==> config.mk <==
export PLATFORM = sky130hd
export DESIGN_NAME = csr_unit
export DESIGN_NICKNAME = d
export VERILOG_FILES = /design/src/rtl/csr_pkg.sv /design/src/rtl/csr_alu.sv /design/src/rtl/csr_unit.sv
export SDC_FILE = /design/constraint.sdc
export NUM_CORES = 1
export LEC_CHECK = 0
export BUFFER_PORTS_ARGS = -buffer_cell sky130_fd_sc_hd__buf_4
export CAP_MARGIN = 0
export CORE_MARGIN = 5
export CORE_UTILIZATION = 45
export CTS_CLUSTER_DIAMETER = 100
export DETAILED_ROUTE_END_ITERATION = 8
export GPL_TIMING_DRIVEN = 0
export PLACE_DENSITY = 0.82
export SYNTH_ARGS = -nofsm -noshare
export SYNTH_HDL_FRONTEND = slang
export SYNTH_SLANG_ARGS = --single-unit
==> constraint.sdc <==
create_clock -name clk -period 2.47 [get_ports clk]
set_input_delay 0.247 -clock clk [delete_from_list [all_inputs] [get_ports clk]]
set_output_delay 0.247 -clock clk [all_outputs]
set_load 0.03 [all_outputs]
==> src/rtl/csr_pkg.sv <==
// Shared types and helpers for the Zicsr execute-stage sequencer.
package csr_pkg;

  localparam int unsigned CSR_XLEN   = 64;
  localparam int unsigned CSR_ADDR_W = 12;

  typedef logic [CSR_XLEN-1:0]   word_t;
  typedef logic [CSR_ADDR_W-1:0] csr_addr_t;

  // Top two address bits 2'b11 mark a read-only CSR.
  localparam logic [1:0] CSR_RO_BITS = 2'b11;

  // Encoded on funct3[1:0]; 2'b00 is not a CSR operation.
  typedef enum logic [1:0] {
    OpRw = 2'b01,
    OpRs = 2'b10,
    OpRc = 2'b11
  } csr_op_t;

  typedef enum logic [1:0] {
    StIdle,
    StRead,
    StWrite,
    StDone
  } csr_unit_state_t;

  function automatic logic csr_is_readonly(csr_addr_t addr);
    return addr[CSR_ADDR_W-1 -: 2] == CSR_RO_BITS;
  endfunction

endpackage

==> src/rtl/csr_alu.sv <==
// Read-modify-write value and write decision for one CSR instruction.
module csr_alu
  import csr_pkg::*;
#(
  parameter int unsigned XLEN = CSR_XLEN
) (
  input  logic [1:0]      i_op,
  input  logic [XLEN-1:0] i_old,
  input  logic [XLEN-1:0] i_src,
  input  logic [4:0]      i_rs1_field,
  output logic [XLEN-1:0] o_new_val,
  output logic            o_do_write
);

  logic w_src_nonzero_field;
  assign w_src_nonzero_field = |i_rs1_field;

  always_comb begin
    o_new_val  = i_old;
    o_do_write = 1'b0;
    unique case (i_op)
      OpRw: begin
        o_new_val  = i_src;
        o_do_write = 1'b1;
      end
      // Set/clear with x0 or zimm=0 must not write, whatever the source value.
      OpRs: begin
        o_new_val  = i_old | i_src;
        o_do_write = w_src_nonzero_field;
      end
      OpRc: begin
        o_new_val  = i_old & ~i_src;
        o_do_write = w_src_nonzero_field;
      end
      default: begin
        o_new_val  = i_old;
        o_do_write = 1'b0;
      end
    endcase
  end

endmodule

==> src/rtl/csr_unit.sv <==
// Zicsr execute-stage sequencer: read CSR, optionally write it back, return old value.
module csr_unit
  import csr_pkg::*;
#(
  parameter int unsigned XLEN   = CSR_XLEN,
  parameter int unsigned ADDR_W = CSR_ADDR_W
) (
  input  logic              clk,
  input  logic              reset,
  input  logic              in_valid,
  output logic              in_ready,
  input  logic [2:0]        in_funct3,
  input  logic [ADDR_W-1:0] in_csr_addr,
  input  logic [4:0]        in_rs1_field,
  input  logic [XLEN-1:0]   in_rs1_val,
  output logic [ADDR_W-1:0] csr_raddr,
  output logic              csr_ren,
  input  logic [XLEN-1:0]   csr_rdata,
  output logic [ADDR_W-1:0] csr_waddr,
  output logic              csr_wen,
  output logic [XLEN-1:0]   csr_wdata,
  output logic              out_valid,
  input  logic              out_ready,
  output logic [XLEN-1:0]   out_rd_data,
  output logic              out_illegal,
  output logic              flush_req
);

  csr_unit_state_t   r_state;
  logic [2:0]        r_funct3;
  logic [ADDR_W-1:0] r_addr;
  logic [4:0]        r_rs1_field;
  logic [XLEN-1:0]   r_rs1_val;
  logic              r_wrote;
  logic              r_csr_ren;
  logic              r_csr_wen;
  logic [ADDR_W-1:0] r_csr_raddr;
  logic [ADDR_W-1:0] r_csr_waddr;
  logic [XLEN-1:0]   r_csr_wdata;
  logic              r_out_valid;
  logic [XLEN-1:0]   r_out_rd_data;
  logic              r_out_illegal;
  logic              r_flush;

  logic [XLEN-1:0] w_src;
  logic [XLEN-1:0] w_new_val;
  logic            w_do_write;
  logic            w_readonly;

  // Immediate forms use the rs1 field itself as a zero-extended 5-bit value.
  assign w_src      = r_funct3[2] ? {{(XLEN-5){1'b0}}, r_rs1_field} : r_rs1_val;
  assign w_readonly = csr_is_readonly(csr_addr_t'(r_addr));

  csr_alu #(
    .XLEN (XLEN)
  ) u_csr_alu (
    .i_op        (r_funct3[1:0]),
    .i_old       (csr_rdata),
    .i_src       (w_src),
    .i_rs1_field (r_rs1_field),
    .o_new_val   (w_new_val),
    .o_do_write  (w_do_write)
  );

  always_ff @(posedge clk) begin
    if (reset) begin
      r_state       <= StIdle;
      r_funct3      <= '0;
      r_addr        <= '0;
      r_rs1_field   <= '0;
      r_rs1_val     <= '0;
      r_wrote       <= 1'b0;
      r_csr_ren     <= 1'b0;
      r_csr_wen     <= 1'b0;
      r_csr_raddr   <= '0;
      r_csr_waddr   <= '0;
      r_csr_wdata   <= '0;
      r_out_valid   <= 1'b0;
      r_out_rd_data <= '0;
      r_out_illegal <= 1'b0;
      r_flush       <= 1'b0;
    end else begin
      r_csr_ren <= 1'b0;
      r_csr_wen <= 1'b0;
      r_flush   <= 1'b0;
      unique case (r_state)
        StIdle: begin
          if (in_valid) begin
            r_funct3    <= in_funct3;
            r_addr      <= in_csr_addr;
            r_rs1_field <= in_rs1_field;
            r_rs1_val   <= in_rs1_val;
            r_csr_raddr <= in_csr_addr;
            if (in_funct3[1:0] == 2'b00) begin
              r_out_illegal <= 1'b1;
              r_out_rd_data <= '0;
              r_out_valid   <= 1'b1;
              r_state       <= StDone;
            end else begin
              r_out_illegal <= 1'b0;
              r_csr_ren     <= 1'b1;
              r_state       <= StRead;
            end
          end
        end
        StRead: begin
          if (w_do_write && w_readonly) begin
            r_out_illegal <= 1'b1;
            r_out_rd_data <= '0;
            r_out_valid   <= 1'b1;
            r_state       <= StDone;
          end else if (w_do_write) begin
            r_out_rd_data <= csr_rdata;
            r_csr_wen     <= 1'b1;
            r_csr_waddr   <= r_addr;
            r_csr_wdata   <= w_new_val;
            r_state       <= StWrite;
          end else begin
            r_out_rd_data <= csr_rdata;
            r_out_valid   <= 1'b1;
            r_state       <= StDone;
          end
        end
        StWrite: begin
          r_wrote     <= 1'b1;
          r_out_valid <= 1'b1;
          r_state     <= StDone;
        end
        StDone: begin
          if (out_ready) begin
            r_out_valid   <= 1'b0;
            r_out_illegal <= 1'b0;
            r_flush       <= r_wrote;
            r_wrote       <= 1'b0;
            r_state       <= StIdle;
          end
        end
        default: r_state <= StIdle;
      endcase
    end
  end

  assign in_ready    = (r_state == StIdle);
  assign csr_ren     = r_csr_ren;
  assign csr_wen     = r_csr_wen;
  assign csr_raddr   = r_csr_raddr;
  assign csr_waddr   = r_csr_waddr;
  assign csr_wdata   = r_csr_wdata;
  assign out_valid   = r_out_valid;
  assign out_rd_data = r_out_rd_data;
  assign out_illegal = r_out_illegal;
  assign flush_req   = r_flush;

endmodule

==> results_dict.tcl, run 1 <==
set metrics [dict create \
    wl_per_cell_um 19.4 \
    fillerInstances 1616 \
    timing.final.crit_share_pct 93.0 \
    setup_viol 0 \
    place_area_um2 12500 \
    dieHeight_um 158 \
    synth_top_cell_area_share_pct 47.3 \
    r2r-start "r_state[0]" \
    fin_nets 1833 \
    skew_ns 0.00622 \
    syn2layout_area_growth_pct 51.1 \
    path_buf_inv 4 \
    finalMaxSlewViolations 0 \
    use_met2_pct 51.2 \
    grt_start_max_net_pins 14 \
    final_cell_mix "buf_4 (313), nand2_1 (267), dfxtp_1 (232)" \
    route.final.wire_length_um 38300 \
    worst_hold_slack_ns 0.0205 \
    yosysTopAreaCell "dfxtp_1" \
    core_area_um2 21600 \
    hold_viol_final 0 \
    path_clk_slew_ns 0.06 \
    cts_root_buffer "clkbuf_16" \
    swShare_pct 38.4 \
    fp.dieArea_um2 24900 \
    grt_first_pass_wirelength_um 58200 \
    place_congestion 0.858 \
    reg2reg_slack_ns 0.17 \
    max_stage_delay_ns 0.35 \
    ys_top_cells_by_area "dfxtp_1 (47%), nand2_1 (10%), a21oi_1 (8.3%)" \
    yosys_register_bits 232 \
    place_hpwl_um 25200 \
    seq_area_frac_synth_pct 47.3 \
    layout_commonest_cell "buf_4" \
    startpoint "r_state[0]" \
    drive_above_1_share_pct 27.7 \
    postRouteAntennaNets 0 \
    drtPass1Iterations 8 \
    num_rows 54 \
    design_area_um2 14800 \
    grt_util_met1_pct 33.9 \
    avgSynthCellArea_um2 8.14 \
    max-clock-path-buffers 3 \
    track_usage_pct 29.2 \
    synth_fp_nets 1362 \
    ys_warn_count 0 \
    htree_levels 1 \
    viasPerCell 5.52 \
    use_met3_pct 6.59 \
    irDropWorstVdd_uv 587 \
    crit_slowest_cell "dfxtp_1" \
    rr_worst_depth 9 \
    pwr-share-comb_pct 37.4 \
    grt_overflow 0 \
    drcViolationCount 0 \
    syn-cell-area_um2 9810 \
    critPathLaunchType "flip-flop" \
    worstPathRequired_ns 2.91 \
    die_w_um 158 \
    syn-instance-count 1205 \
    p_int_w 0.00895 \
    cp_data_arrival_time_ns 2.74 \
    antenna_found_initial 1 \
    slew_headroom_pct 34.5 \
    powerDensity_nw_per_um2 980 \
    cp_num_cells 9 \
    busiest_layer "met2" \
    cp_max_fo 10 \
    drt-initial-drc-count 742 \
    cp_cell_sequence "inv_1 > ha_1 > buf_2 > nand2_1 > o31ai_4 > buf_12 > clkbuf_2 > nand3_1 > a21oi_1" \
    period_needed_ns 2.30 \
    pin_count 310 \
    cts_tree "built" \
    synth_cell_types 42 \
    path_delay_family "buffers and inverters" \
    p_leak_nw 6.08 \
    port_buffers 308 \
    crit_type "flip-flop to flip-flop" \
    worstSetupEndpoint "out_rd_data[62]" \
    tightest_slew_ns 0.982 \
    clock_latency_ns 0.52 \
    cap_viol_max_count 0 \
    initial_utilization_pct 45.4 \
    hp-class "input port to flip-flop" \
    vias 10900 \
    status "finished, final reports clean" \
    cts_inserted_buffers 26 \
    critPathCaptureType "flip-flop" \
    clockPowerShare_pct 29.5 \
    r2r-end "out_rd_data[62]" \
    p_switching_w 0.00557 \
    grt_pass1_vias 11000 \
    cts_sinks 232 \
    fmax_mhz 435 \
    pwr-share-seq_pct 33.1 \
]
[metrics by stage]
stage / setup TNS, ns / power, W / worst slack (ns) / utilization, % / std cells
after floorplan: 0 / 0.00801 / 0.383 / - / 1205
after global placement: -6.52 / 0.00973 / -0.150 / 57.7 / 1793
after detailed placement: -5.23 / 0.00986 / -0.157 / 57.7 / 1793
after CTS: 0 / 0.0143 / 0.0201 / 68.2 / 1973
after global routing: -0.00269 / 0.0152 / -0.00269 / 68.5 / 1977
final: 0 / 0.0145 / 0.173 / 68.5 / 1977
[flip-flops by register name (all words and copies together), names as in the netlist]
| signal | cells |
|---|---|
| csr_raddr | 12 |
| csr_ren | 1 |
| csr_waddr | 12 |
| csr_wdata | 64 |
| csr_wen | 1 |
| flush_req | 1 |
| out_illegal | 1 |
| out_rd_data | 64 |
| out_valid | 1 |
| r_funct3 | 3 |
| r_rs1_field | 5 |
| r_rs1_val | 64 |
| r_state | 2 |
| r_wrote | 1 |
[cell usage after synthesis]
master,count
o21ba_1,1
a211oi_2,5
nor3_1,10
nor3b_1,1
mux2i_1,6
a221oi_1,59
nor3_2,50
buf_4,2
clkbuf_1,68
dfxtp_1,232
a21boi_0,1
nor2b_1,61
o31ai_4,1
o211ai_1,6
a211oi_1,2
buf_1,16
a21oi_1,162
nand3_1,64
o211ai_2,1
a221o_1,2
mux2_2,5
or4_4,1
nand2_1,267
nor2_1,73
buf_2,18
nor4_1,1
a31oi_1,1
buf_6,6
and2_1,1
a22oi_1,1
a311oi_1,1
o211a_1,1
xnor2_1,1
ha_1,5
a41o_1,1
nand2b_1,2
a21boi_1,1
or2_2,2
inv_1,4
o21ai_0,61
and3b_1,1
inv_2,1
[worst register-to-register path, cell delays in order, from the launching register on]
cell and delay (ns):
dfxtp_1 0.35, inv_1 0.14, ha_1 0.20, buf_2 0.20
nand2_1 0.21, o31ai_4 0.31, buf_12 0.20, clkbuf_2 0.26
nand3_1 0.15, a21oi_1 0.19
[worst min-delay path by stage]
| stage | startpoint | to | slack [ns] | depth (start not counted) |
|---|---|---|---|---|
| final | csr_rdata[52] | out_rd_data[52] | 0.02 | 3 |
| after global routing | csr_rdata[32] | out_rd_data[32] | 0.004 | 3 |
| after CTS | in_rs1_val[17] | r_rs1_val[17] | 0.0006 | 3 |
| after detailed placement | out_rd_data[31] | out_rd_data[31] | 0.45 | 2 |
| after global placement | out_rd_data[31] | out_rd_data[31] | 0.44 | 2 |
| after floorplan | in_rs1_val[0] | r_rs1_val[0] | 0.38 | 2 |
[power groups by stage]
stage          registers (W)  clock network, W  logic [W]
3_5_place_dp         0.00485                 0    0.00501
5_1_grt              0.00487           0.00450    0.00585
6_report             0.00481           0.00428    0.00543
3_3_place_gp         0.00482                 0    0.00491
4_1_cts              0.00477           0.00429    0.00526
2_1_floorplan        0.00552                 0    0.00249
[metal layers]
layer  vias up  routed length, um  part of all wire [%]
li1       5098                  -                     -
met1      5076              14200                    37
met2       605              18900                    49
met3       131               3420                   8.9
met4         0               1790                   4.7
met5         -                  0                     0
[cells by family after synthesis]
logic type | share of synthesized area (%)
AO/OA/AOI/OAI | 19.1
XOR/XNOR | 0.0893
adder cells (fa/ha/maj) | 0.638
buffers and inverters | 5.17
flip-flops | 47.3
multiplexers | 1.19
AND/OR/NAND/NOR | 26.4
[area by class of cell]
class                   count  area (um2)  area share, %
inverters                   5        18.8          0.127
multi-input cells         858        4660           31.5
diodes                      1        2.50         0.0169
well taps                 280         350           2.36
repair buffers            443        3670           24.8
plain buffers             110         528           3.56
flip-flops and latches    232        4640           31.3
clock inverters            12         213           1.44
clock buffers              36         729           4.92
[what timing repair did]
action,CTS,global route
resized for setup,6,35
hold endpoints to repair,131,1
cloned,0,0
setup endpoints to repair,76,140
setup buffers,1,2
pin swaps,1,0
hold buffers,131,1
Power figures use the tool's default switching activity.
==> run 2: changes to the inputs <==
CORE_ASPECT_RATIO = 0.6   (was default)
==> results_dict.tcl, run 2 (synthesis gave the netlist of run 1 again) <==
set metrics [dict create \
    drt-initial-drc-count 928 \
    path_delay_family "buffers and inverters" \
    grt_start_max_net_pins 16 \
    register_area_um2 4640 \
    fillerInstances 1742 \
    max-clock-path-buffers 3 \
    clock_latency_ns 0.51 \
    cts_tree "built" \
    irDropWorstVdd_uv 630 \
    place_hpwl_um 26700 \
    worstPathRequired_ns 2.89 \
    cp_max_fo 19 \
    cts_inserted_buffers 23 \
    cap_viol_max_count 0 \
    dieHeight_um 124 \
    route.final.wire_length_um 36700 \
    wl_per_cell_um 19.3 \
    finalMaxSlewViolations 0 \
    timing.final.crit_share_pct 95.6 \
    postRouteAntennaNets 0 \
    grt_first_pass_wirelength_um 56400 \
    drcViolationCount 0 \
    cts_sinks 232 \
    initial_utilization_pct 46.2 \
    drive_above_1_share_pct 28.2 \
    p_leak_nw 5.75 \
    path_buf_inv 3 \
    max_stage_delay_ns 0.38 \
    fin_ws_ns 0.109 \
    setup_viol 0 \
    tightest_slew_ns 1.04 \
    slew_headroom_pct 30.7 \
    fp.dieArea_um2 24900 \
    port_buffers 308 \
    status "finished, final reports clean" \
    fin_cells 1903 \
    grt_pass1_vias 10200 \
    die_w_um 201 \
    post-place-cells 1792 \
    hold_viol_final 0 \
    grt_overflow 0 \
    critPathLaunchType "flip-flop" \
    preCtsSetupSlack_ns -0.165 \
    core_area_um2 21200 \
    powerDensity_nw_per_um2 992 \
    num_rows 41 \
    viasPerCell 5.59 \
    report.power.total_w 0.0139 \
    htree_levels 1 \
    antenna_found_initial 1 \
    pin_count 310 \
    fmax_mhz 424 \
    crit_slowest_cell "dfxtp_1" \
    period_needed_ns 2.36 \
    vias 10600 \
    cp_cell_sequence "inv_1 > ha_1 > a21boi_1 > a221o_1 > buf_4 > buf_2 > nand3_1 > a21oi_1" \
    path_clk_slew_ns 0.07 \
    multiInputGateArea_um2 4660 \
    crit_type "flip-flop to flip-flop" \
    fin_nets 1766 \
    layout_commonest_cell "buf_4" \
    skew_ns 0.0212 \
    track_usage_pct 27.4 \
    drtPass1Iterations 5 \
    hp-class "input port to flip-flop" \
    worst_hold_slack_ns 0.0132 \
    syn2layout_area_growth_pct 43.3 \
    cp_data_arrival_time_ns 2.78 \
    final_cell_mix "buf_4 (311), nand2_1 (267), dfxtp_1 (232)" \
    critPathCaptureType "flip-flop" \
    place_congestion 0.873 \
    cts_root_buffer "clkbuf_16" \
]
-- run 2: cell types whose count changed in the layout (fill, tap and decap cells not counted), sizes merged --
cell	before	now
bufinv	6	5
clkinv	5	3
clkbuf	115	107
buf	342	340
dlygate4sd3	132	72
-- run 2: power breakdown --
| group | switching, W | total, W | internal (W) |
|---|---|---|---|
| clock | 0.00147 | 0.00382 | 0.00235 |
| combinational | 0.00356 | 0.00534 | 0.00178 |
| sequential | 0.000419 | 0.00479 | 0.00437 |
| total | 0.00545 | 0.0139 | 0.00850 |
-- run 2: through the flow --
step / area [um2] / TNS (ns) / utilization, %
floorplan: 9810 / 0 / -
global route: 14100 / -0.000671 / 66.2
detailed placement: 12500 / -6.51 / 58.7
global placement: 12500 / -3.23 / 58.7
finish: 14100 / 0 / 66.2
CTS: 14000 / 0 / 66.1
-- run 2: metal layers --
metal / wire (um) / vias up / share of wire, % / GRT usage (%)
met5: 0 / - / 0 / 0
met1: 15900 / 5094 / 43 / 37.5
met3: 3420 / 55 / 9.3 / 6.32
li1: - / 4953 / - / -
met4: 819 / 0 / 2.2 / 6.75
met2: 16600 / 534 / 45 / 44.1
-- run 2: area by class of cell --
type                    count  share of cell area [%]
clock inverters             9                    1.26
flip-flops and latches    232                    33.0
repair buffers            381                    21.7
well taps                 279                    2.48
clock buffers              30                    4.57
diodes                      1                  0.0178
plain buffers             108                    3.63
multi-input cells         858                    33.2
inverters                   5                   0.134
-- run 2: tightest hold or removal path: stages --
cell and delay, ns:
buf_4 0.12, nand2_1 0.05, a21oi_1 0.06
-- run 2: path summary, 6_finish.rpt --
kind / depth (start not counted) / to / slack [ns] / start
worst min register to register: 2 / out_rd_data[48] / 0.45 / out_rd_data[48]
worst max register to register: 8 / out_rd_data[60] / 0.11 / r_state[1]
worst min-delay path: 3 / r_rs1_val[6] / 0.01 / in_rs1_val[6]
worst max-delay path: 8 / out_rd_data[60] / 0.11 / r_state[1]
-- run 2: timing repair --
item / CTS / global route
pin swaps: 1 / 0
gates resized for setup: 7 / 22
setup endpoints to repair: 121 / 73
buffers inserted: 1 / 0
hold buffers: 72 / 0
hold endpoints to repair: 72 / 0
==> run 3: changes to the inputs <==
CORE_UTILIZATION = 51   (was 45)
PLACE_DENSITY = 0.9   (was 0.82)
==> results_dict.tcl, run 3 (synthesis gave the netlist of run 1 again) <==
set metrics [dict create \
    core_area_um2 19000 \
    p_leak_nw 5.70 \
    startpoint "r_state[0]" \
    worstPathRequired_ns 2.89 \
    cp_cell_sequence "inv_1 > ha_1 > buf_2 > and2_1 > a21boi_0 > buf_4 > clkbuf_2 > nand2_1 > a21oi_1" \
    route.final.wire_length_um 38300 \
    syn2layout_area_growth_pct 41.5 \
    skew_ns 0.0123 \
    final_util_pct 73.1 \
    timing.final.crit_share_pct 96.1 \
    initial_utilization_pct 51.7 \
    postRouteAntennaNets 0 \
    dieHeight_um 117 \
    wl_per_cell_um 20.6 \
    grt_overflow 0 \
    final_cell_mix "buf_4 (312), nand2_1 (267), dfxtp_1 (232)" \
    fp.dieArea_um2 22200 \
    design_area_um2 13900 \
    cap_viol_max_count 0 \
    cts_root_buffer "clkbuf_16" \
    path_delay_family "buffers and inverters" \
    place_congestion 0.887 \
    busiest_layer "met2" \
    tightest_slew_ns 0.961 \
    fmax_mhz 421 \
    status "finished, final reports clean" \
    period_needed_ns 2.37 \
    drt-initial-drc-count 1188 \
    powerDensity_nw_per_um2 997 \
    min_from "in_rs1_val[16]" \
    die_w_um 189 \
    place_hpwl_um 26200 \
    drcViolationCount 0 \
    grt_first_pass_wirelength_um 59700 \
    track_usage_pct 32.8 \
    num_rows 39 \
    slew_headroom_pct 35.9 \
    critPathLaunchType "flip-flop" \
    vias 11000 \
    max_stage_delay_ns 0.43 \
    grt_util_met1_pct 43.3 \
    cts_sinks 232 \
    fin_nets 1756 \
    htree_levels 1 \
    clock_latency_ns 0.50 \
    viasPerCell 5.90 \
    finalMaxSlewViolations 0 \
    antenna_found_initial 2 \
    cts_tree "built" \
    cts_inserted_buffers 22 \
    cp_data_arrival_time_ns 2.79 \
    port_buffers 308 \
    hold_viol_final 0 \
    drive_above_1_share_pct 28.7 \
    critPathCaptureType "flip-flop" \
    grt_pass1_vias 10800 \
    crit_type "flip-flop to flip-flop" \
    place_area_um2 12400 \
    use_met2_pct 53.1 \
    crit_slowest_cell "dfxtp_1" \
    path_clk_slew_ns 0.07 \
    pin_count 310 \
    path_buf_inv 4 \
    setup_viol 0 \
    cp_max_fo 10 \
    grt_start_max_net_pins 16 \
    drtPass1Iterations 5 \
    hp-class "input port to flip-flop" \
    irDropWorstVdd_uv 886 \
    r2r-start "r_state[0]" \
    use_met3_pct 8.76 \
    layout_commonest_cell "buf_4" \
    max-clock-path-buffers 3 \
]
==> run 3: cell types whose count changed in the layout (fill, tap and decap cells not counted) <==
| cell | previous run | this run |
|---|---|---|
| bufinv_16 | 5 | 3 |
| clkinv_4 | 1 | 0 |
| clkinv_2 | 2 | 5 |
| dlygate4sd3_1 | 72 | 62 |
| buf_4 | 311 | 312 |
| clkbuf_4 | 1 | 0 |
| buf_2 | 19 | 21 |
| clkbuf_2 | 17 | 21 |
| clkbuf_1 | 62 | 58 |
==> run 3: power breakdown <==
| part | leakage (nW) | switching [W] | internal, W |
|---|---|---|---|
| clock network | 0.379 | 0.00149 | 0.00214 |
| registers | 1.89 | 0.000432 | 0.00437 |
| logic | 3.44 | 0.00361 | 0.00179 |
| total | 5.70 | 0.00553 | 0.00831 |
==> run 3: worst reg2reg max path, stage by stage (launching register included) <==
cell      delay, ns
dfxtp_1        0.43
inv_1          0.14
ha_1           0.23
buf_2          0.17
and2_1         0.20
a21boi_0       0.20
buf_4          0.31
clkbuf_2       0.30
nand2_1        0.13
a21oi_1        0.18
==> run 3: worst paths after layout <==
path | depth (start not counted) | to | slack [ns]
setup reg to reg | 9 | out_rd_data[52] | 0.1
setup / recovery | 9 | out_rd_data[52] | 0.1
hold reg to reg | 2 | out_rd_data[28] | 0.46
hold / removal | 3 | r_rs1_val[16] | 0.01
==> run 3: metal layers <==
metal	vias to the layer above	wire length, um
li1	4941	-
met1	5231	15200
met2	700	17400
met3	115	4470
met4	0	1260
met5	-	0
==> run 3: final cells by class <==
| type | count | area, um2 |
|---|---|---|
| buffer | 109 | 522 |
| tap | 246 | 308 |
| antenna | 1 | 2.50 |
| inverter | 5 | 18.8 |
| timing repair buffer | 371 | 2950 |
| fill | 1340 | 5100 |
| multi-input combinational | 858 | 4660 |
| clock inverter | 9 | 123 |
| sequential | 232 | 4640 |
| clock buffer | 31 | 646 |
==> run 3: through the flow <==
| step | setup TNS [ns] | std cells | setup slack [ns] | hold WS, ns | total power, W |
|---|---|---|---|---|---|
| 2_1_floorplan | 0 | 1205 | 0.383 | 0.383 | 0.00801 |
| 3_3_place_gp | -4.24 | 1759 | -0.115 | 0.442 | 0.00974 |
| 3_5_place_dp | -11.20 | 1759 | -0.230 | 0.449 | 0.00991 |
| 4_1_cts | 0 | 1861 | 0.0136 | 0.0000946 | 0.0136 |
| 5_1_grt | -0.105 | 1862 | -0.0596 | 0.00562 | 0.0145 |
| 6_report | 0 | 1862 | 0.0972 | 0.0135 | 0.0138 |
==> run 3: what timing repair did <==
| action | CTS | global route |
|---|---|---|
| hold endpoints to repair | 61 | 1 |
| resized for setup | 7 | 35 |
| pin swaps | 1 | 0 |
| setup buffers | 1 | 0 |
| hold buffers | 61 | 1 |
| endpoints found under the setup margin | 110 | 116 |
